--- src/rtl/bitwise_logic_pipe_if.sv ---
// Operand/result stream bundle for bitwise_logic_pipe: valid/ready beat input, valid/ready result output.
// The slave modport is the unit's view and the master modport is the source/sink view.
interface bitwise_logic_pipe_if #(
  parameter int WIDTH = 32,
  parameter int CNT_W = 8
);
  logic             in_valid;
  logic             in_ready;
  logic [2:0]       op;
  logic [WIDTH-1:0] A;
  logic [WIDTH-1:0] B;
  logic             acc;
  logic             last;
  logic             out_valid;
  logic             out_ready;
  logic [WIDTH-1:0] S;
  logic             zero;
  logic             parity;
  logic [CNT_W-1:0] beats;

  modport slave (
    input  in_valid, op, A, B, acc, last, out_ready,
    output in_ready, out_valid, S, zero, parity, beats
  );

  modport master (
    output in_valid, op, A, B, acc, last, out_ready,
    input  in_ready, out_valid, S, zero, parity, beats
  );
endinterface

--- src/rtl/bitwise_logic_pipe.sv ---
// Registered 8-op bitwise unit with burst fold; 1-cycle latency from the accepted (producing) beat.
// in_ready = !out_valid || out_ready; S/zero/parity/beats hold while a result waits on out_ready.
module bitwise_logic_pipe #(
  parameter int WIDTH = 32,
  parameter int CNT_W = 8
) (
  input logic                clk,
  input logic                rst_n,
  bitwise_logic_pipe_if.slave io
);

  typedef enum logic {
    IDLE,
    ACCUM
  } state_t;

  localparam logic [2:0] OP_AND  = 3'b000;
  localparam logic [2:0] OP_OR   = 3'b001;
  localparam logic [2:0] OP_XOR  = 3'b010;
  localparam logic [2:0] OP_NOR  = 3'b011;
  localparam logic [2:0] OP_XNOR = 3'b100;
  localparam logic [2:0] OP_NAND = 3'b101;
  localparam logic [2:0] OP_ANDN = 3'b110;
  localparam logic [2:0] OP_PASS = 3'b111;

  localparam logic [CNT_W-1:0] ONE = CNT_W'(1);

  function automatic logic [WIDTH-1:0] logic_op(
    input logic [2:0]       sel,
    input logic [WIDTH-1:0] x,
    input logic [WIDTH-1:0] y
  );
    logic [WIDTH-1:0] r;
    unique case (sel)
      OP_AND:  r = x & y;
      OP_OR:   r = x | y;
      OP_XOR:  r = x ^ y;
      OP_NOR:  r = ~(x | y);
      OP_XNOR: r = ~(x ^ y);
      OP_NAND: r = ~(x & y);
      OP_ANDN: r = x & ~y;
      OP_PASS: r = x;
    endcase
    return r;
  endfunction

  state_t           state;
  logic [WIDTH-1:0] r_acc;
  logic [CNT_W-1:0] c_cnt;

  logic             out_valid_q;
  logic [WIDTH-1:0] s_q;
  logic             zero_q;
  logic             parity_q;
  logic [CNT_W-1:0] beats_q;

  logic             accept;
  logic [WIDTH-1:0] fold_ab;
  logic [WIDTH-1:0] fold_ra;
  logic [CNT_W-1:0] c_inc;

  logic             produce;
  logic [WIDTH-1:0] res;
  logic [CNT_W-1:0] res_beats;

  assign io.in_ready  = !out_valid_q || io.out_ready;
  assign io.out_valid = out_valid_q;
  assign io.S         = s_q;
  assign io.zero      = zero_q;
  assign io.parity    = parity_q;
  assign io.beats     = beats_q;

  assign accept  = io.in_valid && io.in_ready;
  assign fold_ab = logic_op(io.op, io.A, io.B);
  assign fold_ra = logic_op(io.op, r_acc, io.A);
  // Beat counter sticks at all-ones instead of wrapping.
  assign c_inc   = (&c_cnt) ? c_cnt : c_cnt + ONE;

  always_comb begin
    produce   = 1'b0;
    res       = fold_ab;
    res_beats = ONE;
    if (accept) begin
      unique case (state)
        IDLE: begin
          if (!io.acc) begin
            produce = 1'b1;
            res     = fold_ab;
          end else if (io.last) begin
            // Single-beat burst: the fold of one value is the value itself.
            produce = 1'b1;
            res     = io.A;
          end
        end
        ACCUM: begin
          if (io.last) begin
            produce   = 1'b1;
            res       = fold_ra;
            res_beats = c_inc;
          end
        end
      endcase
    end
  end

  always_ff @(posedge clk or negedge rst_n) begin
    if (!rst_n) begin
      state       <= IDLE;
      r_acc       <= '0;
      c_cnt       <= '0;
      out_valid_q <= 1'b0;
      s_q         <= '0;
      zero_q      <= 1'b0;
      parity_q    <= 1'b0;
      beats_q     <= '0;
    end else begin
      if (produce) begin
        out_valid_q <= 1'b1;
        s_q         <= res;
        zero_q      <= (res == '0);
        parity_q    <= ^res;
        beats_q     <= res_beats;
      end else if (io.out_ready) begin
        out_valid_q <= 1'b0;
      end

      if (accept) begin
        unique case (state)
          IDLE: begin
            if (io.acc && !io.last) begin
              r_acc <= io.A;
              c_cnt <= ONE;
              state <= ACCUM;
            end
          end
          ACCUM: begin
            // Inside a burst the acc bit is ignored; every beat folds.
            if (io.last) begin
              r_acc <= '0;
              c_cnt <= '0;
              state <= IDLE;
            end else begin
              r_acc <= fold_ra;
              c_cnt <= c_inc;
            end
          end
        endcase
      end
    end
  end

  a_hold_stable: assert property (
    @(posedge clk) disable iff (!rst_n)
    (out_valid_q && !io.out_ready) |=> (out_valid_q && $stable(s_q) && $stable(beats_q))
  );

endmodule
--- src/flat_wrapper.sv ---
// flat-port wrapper written by rule: the top's interface ports become plain ports
module bitwise_logic_pipe_flat 
#(
  parameter int WIDTH = 32,
  parameter int CNT_W = 8
)
  (clk, rst_n, io_in_valid, io_op, io_A, io_B, io_acc, io_last, io_out_ready, io_in_ready, io_out_valid, io_S, io_zero, io_parity, io_beats);
  bitwise_logic_pipe_if #(.WIDTH(WIDTH), .CNT_W(CNT_W)) io_i ();
  input logic clk;
  input logic rst_n;
  input wire logic [$bits(io_i.in_valid)-1:0] io_in_valid;
  input wire logic [$bits(io_i.op)-1:0] io_op;
  input wire logic [$bits(io_i.A)-1:0] io_A;
  input wire logic [$bits(io_i.B)-1:0] io_B;
  input wire logic [$bits(io_i.acc)-1:0] io_acc;
  input wire logic [$bits(io_i.last)-1:0] io_last;
  input wire logic [$bits(io_i.out_ready)-1:0] io_out_ready;
  output wire logic [$bits(io_i.in_ready)-1:0] io_in_ready;
  output wire logic [$bits(io_i.out_valid)-1:0] io_out_valid;
  output wire logic [$bits(io_i.S)-1:0] io_S;
  output wire logic [$bits(io_i.zero)-1:0] io_zero;
  output wire logic [$bits(io_i.parity)-1:0] io_parity;
  output wire logic [$bits(io_i.beats)-1:0] io_beats;
  assign io_i.in_valid = io_in_valid;
  assign io_i.op = io_op;
  assign io_i.A = io_A;
  assign io_i.B = io_B;
  assign io_i.acc = io_acc;
  assign io_i.last = io_last;
  assign io_i.out_ready = io_out_ready;
  assign io_in_ready = io_i.in_ready;
  assign io_out_valid = io_i.out_valid;
  assign io_S = io_i.S;
  assign io_zero = io_i.zero;
  assign io_parity = io_i.parity;
  assign io_beats = io_i.beats;
  bitwise_logic_pipe #(.WIDTH(WIDTH), .CNT_W(CNT_W)) u_core (.clk(clk), .rst_n(rst_n), .io(io_i));
endmodule
--- config.mk ---
export PLATFORM = sky130hd
export DESIGN_NAME = bitwise_logic_pipe_flat
export DESIGN_NICKNAME = d
export VERILOG_FILES = /design/src/rtl/bitwise_logic_pipe_if.sv /design/src/rtl/bitwise_logic_pipe.sv /design/src/flat_wrapper.sv
export SDC_FILE = /design/constraint.sdc
export NUM_CORES = 1
export LEC_CHECK = 0
export BUFFER_PORTS_ARGS = -buffer_cell sky130_fd_sc_hd__clkbuf_2
export CAP_MARGIN = 20
export CORE_UTILIZATION = 35
export CTS_CLUSTER_DIAMETER = 50
export CTS_CLUSTER_SIZE = 12
export DETAILED_ROUTE_END_ITERATION = 8
export SLEW_MARGIN = 15
export SYNTH_ARGS = -nofsm -noshare
export SYNTH_HDL_FRONTEND = slang
export SYNTH_SLANG_ARGS = --single-unit
--- constraint.sdc ---
create_clock -name clk -period 4.2 [get_ports clk]
set_input_delay 0.21 -clock clk [delete_from_list [all_inputs] [get_ports clk]]
set_output_delay 0.21 -clock clk [all_outputs]
set_load 0.03 [all_outputs]
# Word level (Yosys, flattened, before mapping)
# Cells that the tools add are included.
dict set report totals {
  regBits 84
  wordCells 71
  in_bits 73
  output_inout_bits 44
}
dict set report classes {
  addsub 1
  mux 26
  bitwise_logic 17
  n_eq_ne 8
  n_reduce_logical 11
}
# cell n
set op_table {}
lappend op_table {{one-hot mux 32 bit (8 select lines)} 2}
lappend op_table {{NOT 32 bit} 8}
lappend op_table {{2-to-1 mux 32 bit} 6}
lappend op_table {{AND 32 bit} 4}
lappend op_table {{one-hot mux 32 bit (2 select lines)} 2}
lappend op_table {{OR 32 bit} 2}
lappend op_table {{XOR 32 bit} 2}
lappend op_table {{2-to-1 mux 8 bit} 6}
lappend op_table {{zero test 32 bit} 1}
lappend op_table {{parity 32 bit} 1}
lappend op_table {{one-hot mux 8 bit (2 select lines)} 1}
lappend op_table {{equality test 3 bit, second input constant} 4}
lappend op_table {{adder 8 x 1 -> 8 bit, second input constant} 1}
lappend op_table {{AND reduction 8 bit} 1}
lappend op_table {{2-to-1 mux 1 bit} 7}
lappend op_table {{equality test 3 x 2 -> 1 bit, second input constant} 2}
lappend op_table {{one-hot mux 1 bit (2 select lines)} 2}
lappend op_table {{equality test 3 x 1 -> 1 bit, second input constant} 1}
lappend op_table {{zero test 3 bit} 1}
lappend op_table {{logical AND 1 bit} 2}
lappend op_table {{zero test 1 bit} 2}
lappend op_table {{inequality test 2 x 1 -> 1 bit, second input constant} 1}
lappend op_table {{AND reduction 2 bit} 1}
lappend op_table {{nonzero test 2 bit} 1}
lappend op_table {{2 further kinds} 2}

# Depth between registers and ports, before layout
dict set report depth {
  depth_word 8
  ltp_mapped 15
  mapped_depth_nobuf 13
}

# Least setup slack after synthesis
# Ideal clock, no wire load.
dict set report synth_timing {
  kind {flip-flop to flip-flop}
  startpoint {register u_core.out_valid_q (netlist: u_core.io.out_valid)}
  endpoint {register u_core.parity_q (netlist: u_core.io.parity)}
  path_stages_with_launch 13
  period_less_slack_ns 2.913
  arrival_time_ns 2.777
  t_required_ns 4.063
  setup_slack_ns 1.287
  setup_ns 0.137
  n_path_buf 2
  path_cell_list {dfrtp_1 > nand2b_1 > buf_4 > and4b_1 > clkbuf_1 > or4_1 > and3_1 > ha_1 > xor2_1 > xnor2_1 > xnor2_1 > xnor2_1 > o21ai_0}
}
dict set report synth_between {
  elab_chain_len 5
  word_cells_on_any_way 6
  classes_between {2 x mux; 4 x reduce/logical}
}
# element line_no
set synth_lines {}
lappend synth_lines {{start, declared} bitwise_logic_pipe.sv:51} ;# logic out_valid_q;
lappend synth_lines {{start signal, assigned} bitwise_logic_pipe.sv:111} ;# out_valid_q <= 1'b0;
lappend synth_lines {{start signal, assigned} bitwise_logic_pipe.sv:118} ;# out_valid_q <= 1'b1;
lappend synth_lines {{start signal, assigned} bitwise_logic_pipe.sv:124} ;# out_valid_q <= 1'b0;
lappend synth_lines {{zero test 1 bit (*)} bitwise_logic_pipe.sv:66} ;# assign io.in_ready = !out_valid_q || io.out_ready;
lappend synth_lines {{logical OR 1 bit (*)} bitwise_logic_pipe.sv:66}
lappend synth_lines {{named net io_in_ready} flat_wrapper.sv:18} ;# output wire logic [$bits(io_i.in_ready)-1:0] io_in_ready;
lappend synth_lines {{logical AND 1 bit (*)} bitwise_logic_pipe.sv:73} ;# assign accept = io.in_valid && io.in_ready;
lappend synth_lines {{2-to-1 mux 32 bit} bitwise_logic_pipe.sv:83} ;# if (accept) begin
lappend synth_lines {{parity 32 bit} bitwise_logic_pipe.sv:121} ;# parity_q <= ^res;
lappend synth_lines {{end signal, assigned} bitwise_logic_pipe.sv:121}
lappend synth_lines {{end, declared} bitwise_logic_pipe.sv:54} ;# logic parity_q;
# The timed path passes the listed nets; every way through them passes the cells marked *.
# A chain may end at the register's enable or synchronous reset.

# Final worst setup path
dict set report layout_timing {
  startpoint {register u_core.state}
  endpoint {register u_core.parity_q (netlist: u_core.io.parity)}
}
dict set report layout_between {
  elab_chain_len 4
  word_cells_on_any_way 6
  classes_between {4 x mux; 1 x bitwise; 1 x reduce/logical}
}
# element line_no
set layout_lines {}
lappend layout_lines {{start, declared} bitwise_logic_pipe.sv:47} ;# state_t state;
lappend layout_lines {{start signal, assigned} bitwise_logic_pipe.sv:108} ;# state <= IDLE;
lappend layout_lines {{start signal, assigned} bitwise_logic_pipe.sv:133} ;# state <= ACCUM;
lappend layout_lines {{start signal, assigned} bitwise_logic_pipe.sv:141} ;# state <= IDLE;
lappend layout_lines {{NOT 1 bit} bitwise_logic_pipe.sv:84} ;# unique case (state)
lappend layout_lines {{one-hot mux 32 bit (2 select lines)} bitwise_logic_pipe.sv:84}
lappend layout_lines {{2-to-1 mux 32 bit} bitwise_logic_pipe.sv:83}
lappend layout_lines {{parity 32 bit} bitwise_logic_pipe.sv:121}
# Several ways; a longest one is shown, not always the timed one.

==> flow_summary_export.csv <==
group,metric,value,unit
cts,clk_latency,0.37,ns
place,placed_cells,1960,
yosys,syn_area,12000,um2
grt,overflow,0,
sta,tightest_slew,1.03,ns
finish,drive_above_1_share,16.7,%
route,drt_first_pass_iters,5,
worst_setup_path,rr_worst_depth,10,
power_and_ir_drop,power_frac_seq,27.4,%
sta,fin_skew,0.00973,ns
grt,grt_pass1_wl,62100,um
sta,min_period_over_period,78.8,%
die,dieHeight,188,um
worst_hold_path,hold_depth,3,
finish,stdcell_area,13300,um2
worst_setup_path,setup.worst_path.end_class,"register",
route,viasPerCell,5.75,
cts,cts_resized,0,
worst_setup_path,worstSetupPathType,"register to register",
finish,nFillCells,3412,
sta,max_freq,302,MHz
sta,drv_slew,0,
finish,nNetsFinal,1806,
cts,clk_pin_slew,0.08,ns
yosys,ys_ff_latch,84,
sta,worst_hold_slack,0.234,ns
yosys,synthCells,1466,
die,initial_core_util,35.7,%
sta,max_slew_margin,30.9,%
grt,antenna_found_initial,0,
sta,hold_viol,0,
outcome,status,"complete, no violations",
power_and_ir_drop,switching_share,44.8,%
yosys,synth_cell_type_count,77,
power_and_ir_drop,ir_drop,0.186,mV
sta,setup-tns-final,0,ns
yosys,synth.avg_cell_area,8.22,um2
route,drt_iter0_drc,906,
cts,clock-sinks,84,
grt,grtUsageTotal,22.3,%
place,place_congestion,0.862,
cts,htree_levels,3,
yosys,synth_edf_count,0,
yosys,synth_nets,1748,
run,cap_viol_max_count,0,
route,drtAntennaViolNets,0,
place,port_buffers,116,
power_and_ir_drop,p_leak,6.27,nW
sta,rsz0062_at_grt,"no",
grt,grt_pass1_vias,11100,
route,finalWirelength,39500,um
yosys,ys_seq_area_share,17.4,%
worst_setup_path,worstPathArrival,3.55,ns
die,pin_count,117,
cts,clockBufferDepth,2,
power_and_ir_drop,p_comb_share,53.1,%
power_and_ir_drop,power_frac_clock,19.6,%
place,hpwl,27800,um
cts,root_buffer,"clkbuf_16",
die,die_x,188,um
worst_setup_path,worstSetupStartpointType,"register",
finish,num_antenna_cells,0,
yosys,synthFlopType,"dfrtp_1",
sta,finalSetupViolations,0,
cts,cts_tree,"yes",
worst_setup_path,path_max_fanout,11,
sta,fin_crit,3.31,ns
die,design.die.area,35200,um2
finish,area_delta_synth_final,10.6,%
grt,grt_max_degree,67,
power_and_ir_drop,p_switching,2.02,mW
route,vias,11400,
worst_hold_path,worst_hold_path_type,"primary input to register",
die,fp.coreArea,33700,um2
yosys,yosysWarnings,0,
cts,cts_buffers,9,
die,std_cell_rows,67,
finish,instances_no_fill,1976,
route,drc_errors,0,
worst_setup_path,crit_required,4.44,ns
place,postPlaceCellArea,13000,um2
route,routedWlPerCell,20.0,um
yosys,async_flop_share,100,%
power_and_ir_drop,powerDensity,338,nW/um2
power_and_ir_drop,power.internal,2.49,mW
## per-stage QoR
step                utilization (%)  power, mW  worst slack, ns
global route                   39.5       4.82            0.646
floorplan                         -       2.91             1.29
global placement               38.6       3.56            0.783
CTS                            39.5       4.50            0.907
finish                         39.5       4.50            0.892
detailed placement             38.6       3.60            0.740
## state kept, by name, indices dropped and copies added (netlist names)
name,count
u_core.io.S,32
u_core.r_acc,32
u_core.c_cnt,8
u_core.io.beats,8
u_core.io.out_valid,1
u_core.io.parity,1
u_core.io.zero,1
u_core.state,1
## critical path, stage by stage, from the launching register on
cell	delay, ns
dfrtp_1	0.53
nor2_2	0.30
and4b_1	0.43
a2111oi_0	0.67
or3_1	0.27
ha_1	0.26
xnor2_1	0.19
xnor2_1	0.16
xnor2_1	0.16
xnor2_1	0.13
o21ai_0	0.08
## power by group through the flow
stage	Combinational, mW	Clock, mW	Sequential, mW
after CTS	2.38	0.900	1.23
after global placement	2.32	0	1.24
final	2.39	0.880	1.23
after floorplan	1.55	0	1.37
after global routing	2.63	0.925	1.26
after detailed placement	2.36	0	1.24
## synthesized netlist by cell type, types with 6 or more instances
library cell    n  share of area (%)
clkbuf_1       33                1.0
nor2b_1        25                1.3
a22oi_1        16                1.0
xnor2_1        25                1.8
or3_1          10               0.52
nand3b_1        9               0.56
nor2_1        105                3.3
o221ai_1       18                1.3
xor2_1          9               0.65
inv_1         111                3.5
o22ai_1        23                1.2
and2_1         10               0.52
and3_1         18               0.93
ha_1          209                 22
mux2_2         21                2.0
o311ai_0        7               0.51
o21ai_0        75                3.1
o211ai_1       29                1.8
o21a_1          6               0.37
a21oi_1        91                3.8
buf_2          42                1.7
nor3_1         15               0.62
or2_2          22                1.1
dfrtp_1        84                 17
buf_1           6               0.19
o31ai_1         9               0.56
nand2b_1       43                2.2
buf_4          26                1.6
mux2i_1        61                5.1
nand4_1         8               0.42
nand3_1        21               0.87
a32o_1         11               0.91
a211oi_1       16                1.0
mux4_2          9                1.7
o221a_2        17                1.6
o21bai_1       10               0.62
a32oi_1        23                1.7
a221oi_1       11               0.80
nand2_1        98                3.1
a21o_1          8               0.50
## area by class of cell
type | instances | area [um2] | area share, %
Clock inverter | 5 | 60.1 | 0.451
Inverter | 114 | 428 | 3.21
Multi-Input combinational cell | 1156 | 8940 | 67.1
Tap cell | 448 | 561 | 4.21
Clock buffer | 10 | 239 | 1.79
Sequential cell | 84 | 2100 | 15.8
Timing Repair Buffer | 159 | 998 | 7.49
## layer usage
layer  track usage [%]  routed length, um
met1              29.9              18000
met2              36.6              18200
met3              3.20               2200
met4              7.41               1050
met5                 0                  0
## path summary, 6_finish.rpt
check / end / from / slack (ns)
worst max-delay path: u_core.io.parity / u_core.state / 0.89
worst min-delay path: u_core.r_acc[1] / io_A[1] / 0.23
worst max register to register: u_core.io.parity / u_core.state / 0.89
worst min register to register: u_core.io.S[17] / u_core.io.S[17] / 0.48
max in group asynchronous: u_core.r_acc[0] / rst_n / 2.70
min in group asynchronous: u_core.r_acc[23] / rst_n / 0.50
## cells by family after synthesis
| kind of cell | count (synthesis) | synth area share, % |
|---|---|---|
| AO/OA/AOI/OAI | 425 | 24.8 |
| XOR/XNOR | 34 | 2.47 |
| adder cells (fa/ha/maj) | 209 | 21.7 |
| buffers and inverters | 226 | 8.60 |
| flip-flops | 84 | 17.4 |
| multiplexers | 91 | 8.71 |
| AND/OR/NAND/NOR | 397 | 16.3 |
## layout by cell type (no fill, tap or decap), types with 6 or more instances in the layout
| master | n |
|---|---|
| inv_1 | 110 |
| mux2i_1 | 61 |
| and3_1 | 18 |
| o221a_2 | 17 |
| nor2b_1 | 25 |
| nand4_1 | 8 |
| buf_4 | 38 |
| buf_12 | 6 |
| a22oi_1 | 16 |
| nand2_1 | 98 |
| or3_1 | 10 |
| clkbuf_2 | 112 |
| o221ai_1 | 18 |
| o311ai_0 | 7 |
| nand3b_1 | 9 |
| nand3_1 | 21 |
| a32o_1 | 11 |
| nor2_1 | 105 |
| o22ai_1 | 23 |
| a21o_1 | 8 |
| mux2_2 | 21 |
| o211ai_1 | 29 |
| a211oi_1 | 16 |
| xnor2_1 | 25 |
| dfrtp_1 | 84 |
| xor2_1 | 9 |
| ha_1 | 209 |
| clkbuf_16 | 9 |
| o21ai_0 | 75 |
| a32oi_1 | 23 |
| nand2b_1 | 43 |
| a221oi_1 | 11 |
| a21oi_1 | 91 |
| and2_1 | 10 |
| nor3_1 | 15 |
| o21bai_1 | 10 |
| o31ai_1 | 9 |
| o21a_1 | 6 |
| or2_2 | 22 |
| mux4_2 | 9 |
## timing repair
| item | 4_1_cts | 5_1_grt |
|---|---|---|
| hold buffers | 1 | 0 |
| buffers inserted | 0 | 0 |
| hold endpoints to repair | 7 | 0 |
(Power assumes the default switching activity.)
